===== src/rtl/alu_op_sequencer_pkg.sv =====
// Shared types and constants for the ALU op sequencer: FSM states, ALU select
// encodings and the response flag payload.
package alu_op_sequencer_pkg;

    localparam int unsigned BYTE_W = 8;
    localparam int unsigned DATA_W = 16;
    localparam int unsigned SEL_W  = 3;

    typedef enum logic [2:0] {
        ST_IDLE,
        ST_LO,
        ST_HI,
        ST_INC,
        ST_RESP
    } state_e;

    localparam logic [SEL_W-1:0] OP_ADD = 3'b000;
    localparam logic [SEL_W-1:0] OP_AND = 3'b100;
    localparam logic [SEL_W-1:0] OP_OR  = 3'b101;
    localparam logic [SEL_W-1:0] OP_XOR = 3'b110;
    localparam logic [SEL_W-1:0] OP_NOT = 3'b111;

    typedef struct packed {
        logic c;
        logic z;
        logic n;
    } rsp_flags_t;

    // Any select with bit 2 clear is an add on the ALU.
    function automatic logic is_add(input logic [SEL_W-1:0] op);
        return ~op[2];
    endfunction

endpackage


===== src/rtl/alu_op_sequencer_flag_gen.sv =====
// Combinational C/Z/N flag generation for a completed 8- or 16-bit result.
module alu_flag_gen
    import alu_op_sequencer_pkg::*;
(
    input  logic [DATA_W-1:0] result,
    input  logic              wide,
    input  logic              add,
    input  logic              carry,
    output rsp_flags_t        flags_c
);

    always_comb begin
        flags_c   = '0;
        flags_c.c = add & carry;
        flags_c.z = wide ? (result == '0) : (result[BYTE_W-1:0] == '0);
        flags_c.n = wide ? result[DATA_W-1] : result[BYTE_W-1];
    end

endmodule


===== src/rtl/alu_op_sequencer.sv =====
// Issues 8/16-bit commands to an external combinational 8-bit ALU one byte per
// cycle, chains add carry via an increment pass, and returns result plus flags.
module alu_op_sequencer
    import alu_op_sequencer_pkg::*;
#(
    parameter int unsigned CNT_W = 16
) (
    input  logic              clk,
    input  logic              rst_n,
    input  logic              cmd_valid,
    output logic              cmd_ready,
    input  logic [2:0]        cmd_op,
    input  logic              cmd_wide,
    input  logic [15:0]       cmd_a,
    input  logic [15:0]       cmd_b,
    output logic [7:0]        alu_a,
    output logic [7:0]        alu_b,
    output logic [2:0]        alu_sel,
    input  logic [7:0]        alu_result,
    input  logic              alu_cout,
    output logic              rsp_valid,
    input  logic              rsp_ready,
    output logic [15:0]       rsp_data,
    output logic              rsp_c,
    output logic              rsp_z,
    output logic              rsp_n,
    output logic [CNT_W-1:0]  ops_done
);

    state_e              state, next_state;
    logic [SEL_W-1:0]    op_q;
    logic                wide_q;
    logic [DATA_W-1:0]   a_q, b_q;
    logic [BYTE_W-1:0]   lo_q, hi_q, lo_d, hi_d;
    logic                c0_q, c1_q, c0_d, c1_d;
    logic [BYTE_W-1:0]   alu_a_d, alu_b_d;
    logic [SEL_W-1:0]    alu_sel_d;
    logic                accept;
    logic                rsp_load;
    rsp_flags_t          flags_c, flags_q;

    always_ff @(posedge clk or negedge rst_n) begin
        if (!rst_n) state <= ST_IDLE;
        else        state <= next_state;
    end

    // Next state, byte capture values and the ALU drive for the next state.
    always_comb begin
        next_state = state;
        lo_d       = lo_q;
        hi_d       = hi_q;
        c0_d       = c0_q;
        c1_d       = c1_q;
        alu_a_d    = '0;
        alu_b_d    = '0;
        alu_sel_d  = '0;
        accept     = 1'b0;
        unique case (state)
            ST_IDLE: begin
                if (cmd_valid && cmd_ready) begin
                    accept     = 1'b1;
                    next_state = ST_LO;
                    alu_a_d    = cmd_a[BYTE_W-1:0];
                    alu_b_d    = cmd_b[BYTE_W-1:0];
                    alu_sel_d  = cmd_op;
                end
            end
            ST_LO: begin
                lo_d = alu_result;
                c0_d = alu_cout;
                if (wide_q) begin
                    next_state = ST_HI;
                    alu_a_d    = a_q[DATA_W-1:BYTE_W];
                    alu_b_d    = b_q[DATA_W-1:BYTE_W];
                    alu_sel_d  = op_q;
                end else begin
                    next_state = ST_RESP;
                    hi_d       = '0;
                    c1_d       = 1'b0;
                end
            end
            ST_HI: begin
                hi_d = alu_result;
                c1_d = alu_cout;
                if (is_add(op_q) && c0_q) begin
                    next_state = ST_INC;
                    alu_a_d    = alu_result;
                    alu_b_d    = BYTE_W'(1);
                    alu_sel_d  = OP_ADD;
                end else begin
                    next_state = ST_RESP;
                end
            end
            ST_INC: begin
                hi_d       = alu_result;
                c1_d       = c1_q | alu_cout;
                next_state = ST_RESP;
            end
            ST_RESP: begin
                if (rsp_ready) next_state = ST_IDLE;
            end
            default: next_state = ST_IDLE;
        endcase
    end

    assign rsp_load = (state != ST_RESP) && (next_state == ST_RESP);

    alu_flag_gen u_flag_gen (
        .result  ({hi_d, lo_d}),
        .wide    (wide_q),
        .add     (is_add(op_q)),
        .carry   (wide_q ? c1_d : c0_d),
        .flags_c (flags_c)
    );

    // Command, byte accumulators and registered outward-facing signals.
    always_ff @(posedge clk or negedge rst_n) begin
        if (!rst_n) begin
            op_q      <= '0;
            wide_q    <= 1'b0;
            a_q       <= '0;
            b_q       <= '0;
            lo_q      <= '0;
            hi_q      <= '0;
            c0_q      <= 1'b0;
            c1_q      <= 1'b0;
            alu_a     <= '0;
            alu_b     <= '0;
            alu_sel   <= '0;
            cmd_ready <= 1'b0;
            rsp_valid <= 1'b0;
            rsp_data  <= '0;
            flags_q   <= '0;
            ops_done  <= '0;
        end else begin
            if (accept) begin
                op_q   <= cmd_op;
                wide_q <= cmd_wide;
                a_q    <= cmd_a;
                b_q    <= cmd_b;
            end
            lo_q      <= lo_d;
            hi_q      <= hi_d;
            c0_q      <= c0_d;
            c1_q      <= c1_d;
            alu_a     <= alu_a_d;
            alu_b     <= alu_b_d;
            alu_sel   <= alu_sel_d;
            cmd_ready <= (next_state == ST_IDLE);
            rsp_valid <= (next_state == ST_RESP);
            if (rsp_load) begin
                rsp_data <= {hi_d, lo_d};
                flags_q  <= flags_c;
            end
            if (state == ST_RESP && rsp_ready) ops_done <= ops_done + CNT_W'(1);
        end
    end

    assign rsp_c = flags_q.c;
    assign rsp_z = flags_q.z;
    assign rsp_n = flags_q.n;

endmodule


===== config.mk =====
export PLATFORM = sky130hd
export DESIGN_NAME = alu_op_sequencer
export DESIGN_NICKNAME = d
export VERILOG_FILES = /design/src/rtl/alu_op_sequencer_pkg.sv /design/src/rtl/alu_op_sequencer_flag_gen.sv /design/src/rtl/alu_op_sequencer.sv
export SDC_FILE = /design/constraint.sdc
export NUM_CORES = 1
export LEC_CHECK = 0
export BUFFER_PORTS_ARGS = -buffer_cell sky130_fd_sc_hd__buf_2
export CAP_MARGIN = 10
export CORE_UTILIZATION = 40
export DETAILED_ROUTE_END_ITERATION = 6
export PLACE_DENSITY_LB_ADDON = 0.1
export SKIP_LAST_GASP = 1
export SYNTH_ARGS = -nofsm -noshare
export SYNTH_HDL_FRONTEND = slang
export SYNTH_SLANG_ARGS = --single-unit

===== constraint.sdc =====
create_clock -name clk -period 4.1 [get_ports clk]
set_input_delay 0.205 -clock clk [delete_from_list [all_inputs] [get_ports clk]]
set_output_delay 0.205 -clock clk [all_outputs]
set_load 0.02 [all_outputs]

==> results of run 1 <==
## through the flow
step | instance area [sq um] | utilization, %
after floorplan | 3890 | -
after global placement | 4530 | 48.6
after detailed placement | 4530 | 48.6
after CTS | 4730 | 50.7
after global routing | 4730 | 50.7
final | 4730 | 50.7
## per-layer routing
layer / GRT usage [%] / share of wire [%] / vias up
met1: 22.9 / 45 / 1305
met5: 0 / 0 / -
met3: 3.68 / 5.2 / 8
li1: - / - / 1252
met4: 6.24 / 1.2 / 0
met2: 26.9 / 49 / 74
## power by group through the flow
stage | registers, W | logic (W) | clock network [W]
2_1_floorplan | 0.00170 | 0.000745 | 0
3_3_place_gp | 0.00153 | 0.00126 | 0
3_5_place_dp | 0.00154 | 0.00128 | 0
4_1_cts | 0.00153 | 0.00129 | 0.000631
5_1_grt | 0.00157 | 0.00139 | 0.000669
6_report | 0.00152 | 0.00126 | 0.000611
## worst min-delay path: stages
cell     delay (ns)
buf_2          0.07
nand2_1        0.04
nand2_1        0.04
## cell families (layout without fill, tap and decap cells)
family / count (synthesis) / after routing
multiplexers: 45 / 45
AND/OR/NAND/NOR: 69 / 69
adder cells (fa/ha/maj): 1 / 1
AO/OA/AOI/OAI: 47 / 47
XOR/XNOR: 15 / 15
buffers and inverters: 20 / 129
flip-flops: 97 / 97
## path summary, 6_finish.rpt
kind,end,slack [ns],start,cells after the start
worst min register to register,ops_done[15],0.47,ops_done[15],1
max in group asynchronous,lo_q[6],2.66,rst_n,3
worst min-delay path,alu_a[0],0.04,cmd_a[0],3
worst max-delay path,b_q[9],1.91,state[0],4
min in group asynchronous,alu_b[7],0.45,rst_n,2
worst max register to register,b_q[9],1.91,state[0],4
## flip-flops by register name, summed over array words and instances (netlist names), 3 cells and up
| name | count |
|---|---|
| a_q | 8 |
| alu_a | 8 |
| alu_b | 8 |
| alu_sel | 3 |
| b_q | 8 |
| hi_q | 8 |
| lo_q | 8 |
| op_q | 3 |
| ops_done | 16 |
| rsp_data | 16 |
| state | 3 |
## what timing repair did
action | 4_1_cts | 5_1_grt
endpoints found under the hold margin | 58 | 0
setup buffers | 0 | 0
hold buffers | 1 | 0
## Yosys cell counts (2+ instances only)
library cell,n
clkbuf_1,4
xor2_1,5
inv_1,5
nand2_1,27
a31oi_1,2
a22o_1,17
nor4_1,5
a22oi_1,9
or4_1,2
nor2b_1,2
nor3_1,3
and3_1,2
xnor2_1,10
nor2_2,2
nand3_1,8
buf_2,8
or2_2,2
and2_1,2
o21ai_0,6
buf_4,2
dfrtp_1,97
a21oi_1,5
mux2_2,45
nor2_1,7
o21bai_1,3
## layout make-up
cell class                      instances  area, sq um
Clock buffer                           14          153
Tap cell                              129          161
Multi-Input combinational cell        177         1380
Clock inverter                          2         37.5
Timing Repair Buffer                  108          556
Inverter                                5         18.8
Fill cell                             902         4600
Sequential cell                        97         2430
==> impl_results.md, run 1 <==
- Drt pass-1 iters: 4
- Slew Limit Fails: 0
- Syn_nets: 344
- Comb pwr share: 37.2%
- Critical-path cell list: nor2_1 > nand3_1 > nor2_4 > mux2_2
- Root buf cell: clkbuf_8
- Total CTS buffers: 9
- Switch share: 35.3%
- CP peak stage delay: 0.78 ns
- Tmin final: 2.19 ns
- Combinational family with the most area after synthesis: multiplexers
- Most frequent cells in the layout: buf_2, dfrtp_1, mux2_2, nand2_1, a22o_1
- Yosys top cell by area: dfrtp_1
- Fin. Hold Viols: 0
- RSZ-0062 raised after global routing: false
- Post-Synthesis Cells: 294
- Initial Util: 41.7%
- Setup Skew: 0.00788 ns
- Commonest non-fill, non-tap cell in the layout: buf_2
- Crit path max-delay family: simple AND/OR/NAND/NOR gates
- Core ar.: 0.00933 sq mm
- Layout cells sized above 1: 42.9%
- Initial drt markers: 75
- Nets: 448
- Reg clk slew, reported paths: 0.09 ns
- Dpl hpwl: 5.68 mm
- Top post-synthesis cells by area: dfrtp_1, mux2_2, a22o_1
- Initial antenna violation count: 0
- Synth-to-Final Area Change: 21.7%
- Switching power: 0.00120 W
- Total of max-cap violations: 0
- Clk_lat worst skew: 0.35 ns
- Port Buffers: 104
- Buf/Inv on CP: 0
- Leakage: 2.35 nW
- Pwr dens: 718 mW/mm^2
- Crit path kind: reg -> reg
- Tot Pwr: 0.00340 W
- Internal power: 0.00220 W
- Max Freq: 0.456 GHz
- Die area: 0.0101 sq mm
- DRC Markers: 0
- Reg power frac: 44.9%
- Post-route ant nets: 0
- Hold slack: 0.0375 ns
- Placed insts: 515
- Routed len/inst: 15.1 microns
- Simple-Gate Fraction of Synth Area: 9.33%
- Mux contribution to synthesized area: 13.0%
- Resize count post-CTS: 0
- Hold Path Class: in -> reg
- Yosys warning total: 0
- Final setup viols: 0
- Top FF cell, synth: dfrtp_1
- Fin crit share: 53.5%
- Grt ovf: 0
- Post-synthesis adder-cell area fraction: 0.322%
- CP Max Fanout: 42
- Vias: 2639
- Clk buf depth: 2
- Xor and xnor fraction of the mapped netlist area: 3.38%
- Cell Area, Synth: 0.00389 sq mm
- CP startpoint kind: register
- Die width: 101 microns
- Number of antenna diodes: 0
- DRT Wirelength: 8.06 mm
- Syn_area_per_cell: 13.2 sq um
- WP data arrival: 2.43 ns
- Slowest-stage cell, CP: nor2_4
- CP endpoint kind: register
- CTS tree: done
- CP required: 4.34 ns
- Status: finished clean
- Largest net degree at the start of global routing: 60
- Num Clock Sinks: 97
- Post-synth EDFFs: 0
- Cell variety after synth: 39
- Number of global-route vias before repair: 2573
- Post-synthesis compound-gate area fraction: 8.92%
- CTS H-tree lvls: 3
- First-pass GRT wire length: 13.0 mm
- Place WS: 1.90 ns
- Die height: 101 microns
- Post-synthesis sequential area ratio: 62.4%
- RD Place Congestion: 0.729
- Non-filler instance count after layout: 532
- Slew margin rel.: 25.7%
- Num rows: 35
- Global Route Usage Sum: 16.9%
- Worst Max-Slew Pin Slew: 1.11 ns
- Setup TNS: 0 ns
- Async SR Flop Fraction: 100%
- Synth Register Bits: 97
- Final Worst Setup Slack: 1.91 ns
- Top Ports: 105
- Top-area cell type share of the netlist area: 62.4%
- Vias per std cell: 4.96
- Clk pwr share: 18.0%
- Max rail drop VDD: 332 uV
No activity file was read; power rests on OpenSTA's default activity.
==> run 2: changes to the inputs <==
==> constraint.sdc (replaced) <==
create_clock -name clk -period 1.91 [get_ports clk]
set_input_delay 0.0955 -clock clk [delete_from_list [all_inputs] [get_ports clk]]
set_output_delay 0.0955 -clock clk [all_outputs]
set_load 0.02 [all_outputs]
==> run 2 against run 1 <==
Compared with the run above:
- sequential share of layout area fell by 4.9 points
- first-iteration DRC count shrank 2.7%
- clock-buffer cell count is 4 lower
- sequential cell count unchanged
- clock power grew 93%
- power increased by 120%
- critical path depth rose by 4
- cell area grew 11%
- worst setup slack worse by 1.7 ns
- die area is the same
- via count up 9.8%
- sequential power increased by 110%
- critical endpoint is now ops_done[12]
==> impl_results.md, run 2 (same netlist as run 1, synthesis figures left out) <==
- Status: finished clean
- # fillers: 835
- Reg power frac: 43.8%
- Die area: 0.0101 sq mm
- Initial drt markers: 73
- Crit path kind: in -> reg
- RD Place Congestion: 0.760
- Register Area: 0.00243 sq mm
- Commonest non-fill, non-tap cell in the layout: buf_2
- WP data arrival: 1.99 ns
- Total CTS buffers: 9
- Layout cells sized above 1: 41.9%
- Post-route ant nets: 0
- Vias per std cell: 4.95
- CTS H-tree lvls: 3
- Switching power: 0.00269 W
- Nets: 501
- Top Ports: 105
- Largest net degree at the start of global routing: 43
- Slew Limit Fails: 0
- Hold Path Class: in -> reg
- Dpl hpwl: 6.00 mm
- Synth-to-Final Area Change: 34.5%
- DRT Wirelength: 8.84 mm
- CP endpoint kind: register
- Switch share: 36.1%
- Routed len/inst: 15.1 microns
- Reg clk slew, reported paths: 0.09 ns
- Comb pwr share: 40.3%
- Global Route Usage Sum: 19.1%
- CP required: 2.19 ns
- Clk pwr share: 15.9%
- First-pass GRT wire length: 14.9 mm
- Vias: 2897
- Worst Max-Slew Pin Slew: 0.372 ns
- Max Freq: 0.584 GHz
- Clk_lat worst skew: 0.36 ns
- Drt pass-1 iters: 4
- DRC Markers: 0
- Leakage: 2.59 nW
- CTS tree: done
- Num Clock Sinks: 97
- Number of global-route vias before repair: 3028
- Slew margin rel.: 75.0%
- Die height: 101 microns
- Die width: 101 microns
- Setup TNS: 0 ns
- Total of max-cap violations: 0
- Final setup viols: 0
- Port Buffers: 104
- RSZ-0062 raised after global routing: false
- Tmin final: 1.71 ns
- Multi-input logic area: 0.00138 sq mm
- Num rows: 35
- Setup Skew: 0.00993 ns
- Pwr dens: 1420 mW/mm^2
- Max rail drop VDD: 629 uV
- Most frequent cells in the layout: buf_2, dfrtp_1, mux2_2, dlygate4sd3_1, nand2_1
- Tot Pwr: 0.00743 W
- Initial antenna violation count: 0
- Core ar.: 0.00933 sq mm
- Number of antenna diodes: 0
- Fin. Hold Viols: 0
- Fin crit share: 89.6%
- Root buf cell: clkbuf_8
- CP startpoint kind: input pin
- Largest regs: ops_done (16), rsp_data (16)
- CP Max Fanout: 7
- Grt ovf: 0
- Clk buf depth: 2
- Initial Util: 41.7%
- Internal power: 0.00475 W
[run 2: cell count changes in the layout (fill, tap and decap cells not counted), sizes merged]
cell / delta
dlygate4sd3: +38
clkbuf: -4
bufinv: -1
inv: +1
clkinv: +4
buf: +15
[run 2: layout make-up]
type | instances | share of cell area (%)
Sequential cell | 97 | 46.4
Multi-Input combinational cell | 177 | 26.3
Timing Repair Buffer | 161 | 20.5
Tap cell | 129 | 3.09
Clock buffer | 10 | 2.44
Clock inverter | 6 | 0.837
Inverter | 5 | 0.359
[run 2: path summary, 6_finish.rpt]
check / slack, ns / from / cells after the start / endpoint
max: 0.20 / rsp_ready / 8 / ops_done[12]
min: 0.06 / alu_result[4] / 3 / alu_a[4]
max reg2reg: 0.20 / state[0] / 6 / ops_done[12]
min reg2reg: 0.47 / ops_done[15] / 1 / ops_done[15]
max in group asynchronous: 1.18 / rst_n / 3 / alu_b[2]
min in group asynchronous: 0.16 / rst_n / 2 / alu_b[7]
[run 2: critical path, cell delays in order]
cell and delay (ns):
dlygate4sd3_1 0.54, buf_2 0.14, nor4bb_1 0.26, buf_4 0.20, nand4_4 0.13, or3_4 0.38
nor2_2 0.10, xor2_1 0.15
[run 2: metal layers]
metal | share of wire [%] | wire [microns] | global-route usage, % | up-vias
met4 | 1.4 | 124 | 5.57 | 0
met2 | 50 | 4440 | 32.1 | 90
met5 | 0 | 0 | 0 | -
met1 | 44 | 3870 | 24.7 | 1430
li1 | - | - | - | 1364
met3 | 4.6 | 405 | 4.44 | 13
[run 2: through the flow]
step,util (%),hold slack [ns],instance area (sq um),instances,setup WS (ns)
2_1_floorplan,-,-0.200,3890,294,0.126
3_3_place_gp,50.0,0.0110,4670,530,0.216
3_5_place_dp,50.0,0.00484,4670,530,0.207
4_1_cts,56.1,0.0411,5230,585,0.193
5_1_grt,56.1,0.0624,5230,585,0.0800
6_report,56.1,0.0571,5230,585,0.198
[run 2: what timing repair did]
item | in CTS | in global routing
endpoints found under the hold margin | 139 | 0
gates resized for setup | 0 | 0
buffers inserted | 0 | 0
hold buffers | 39 | 0
[run 2: power by group through the flow]
| stage | Combinational, W | Clock [W] | Sequential [W] |
|---|---|---|---|
| 2_1_floorplan | 0.00160 | 0 | 0.00365 |
| 3_3_place_gp | 0.00291 | 0 | 0.00328 |
| 3_5_place_dp | 0.00295 | 0 | 0.00330 |
| 4_1_cts | 0.00303 | 0.00124 | 0.00326 |
| 5_1_grt | 0.00327 | 0.00131 | 0.00337 |
| 6_report | 0.00300 | 0.00118 | 0.00325 |
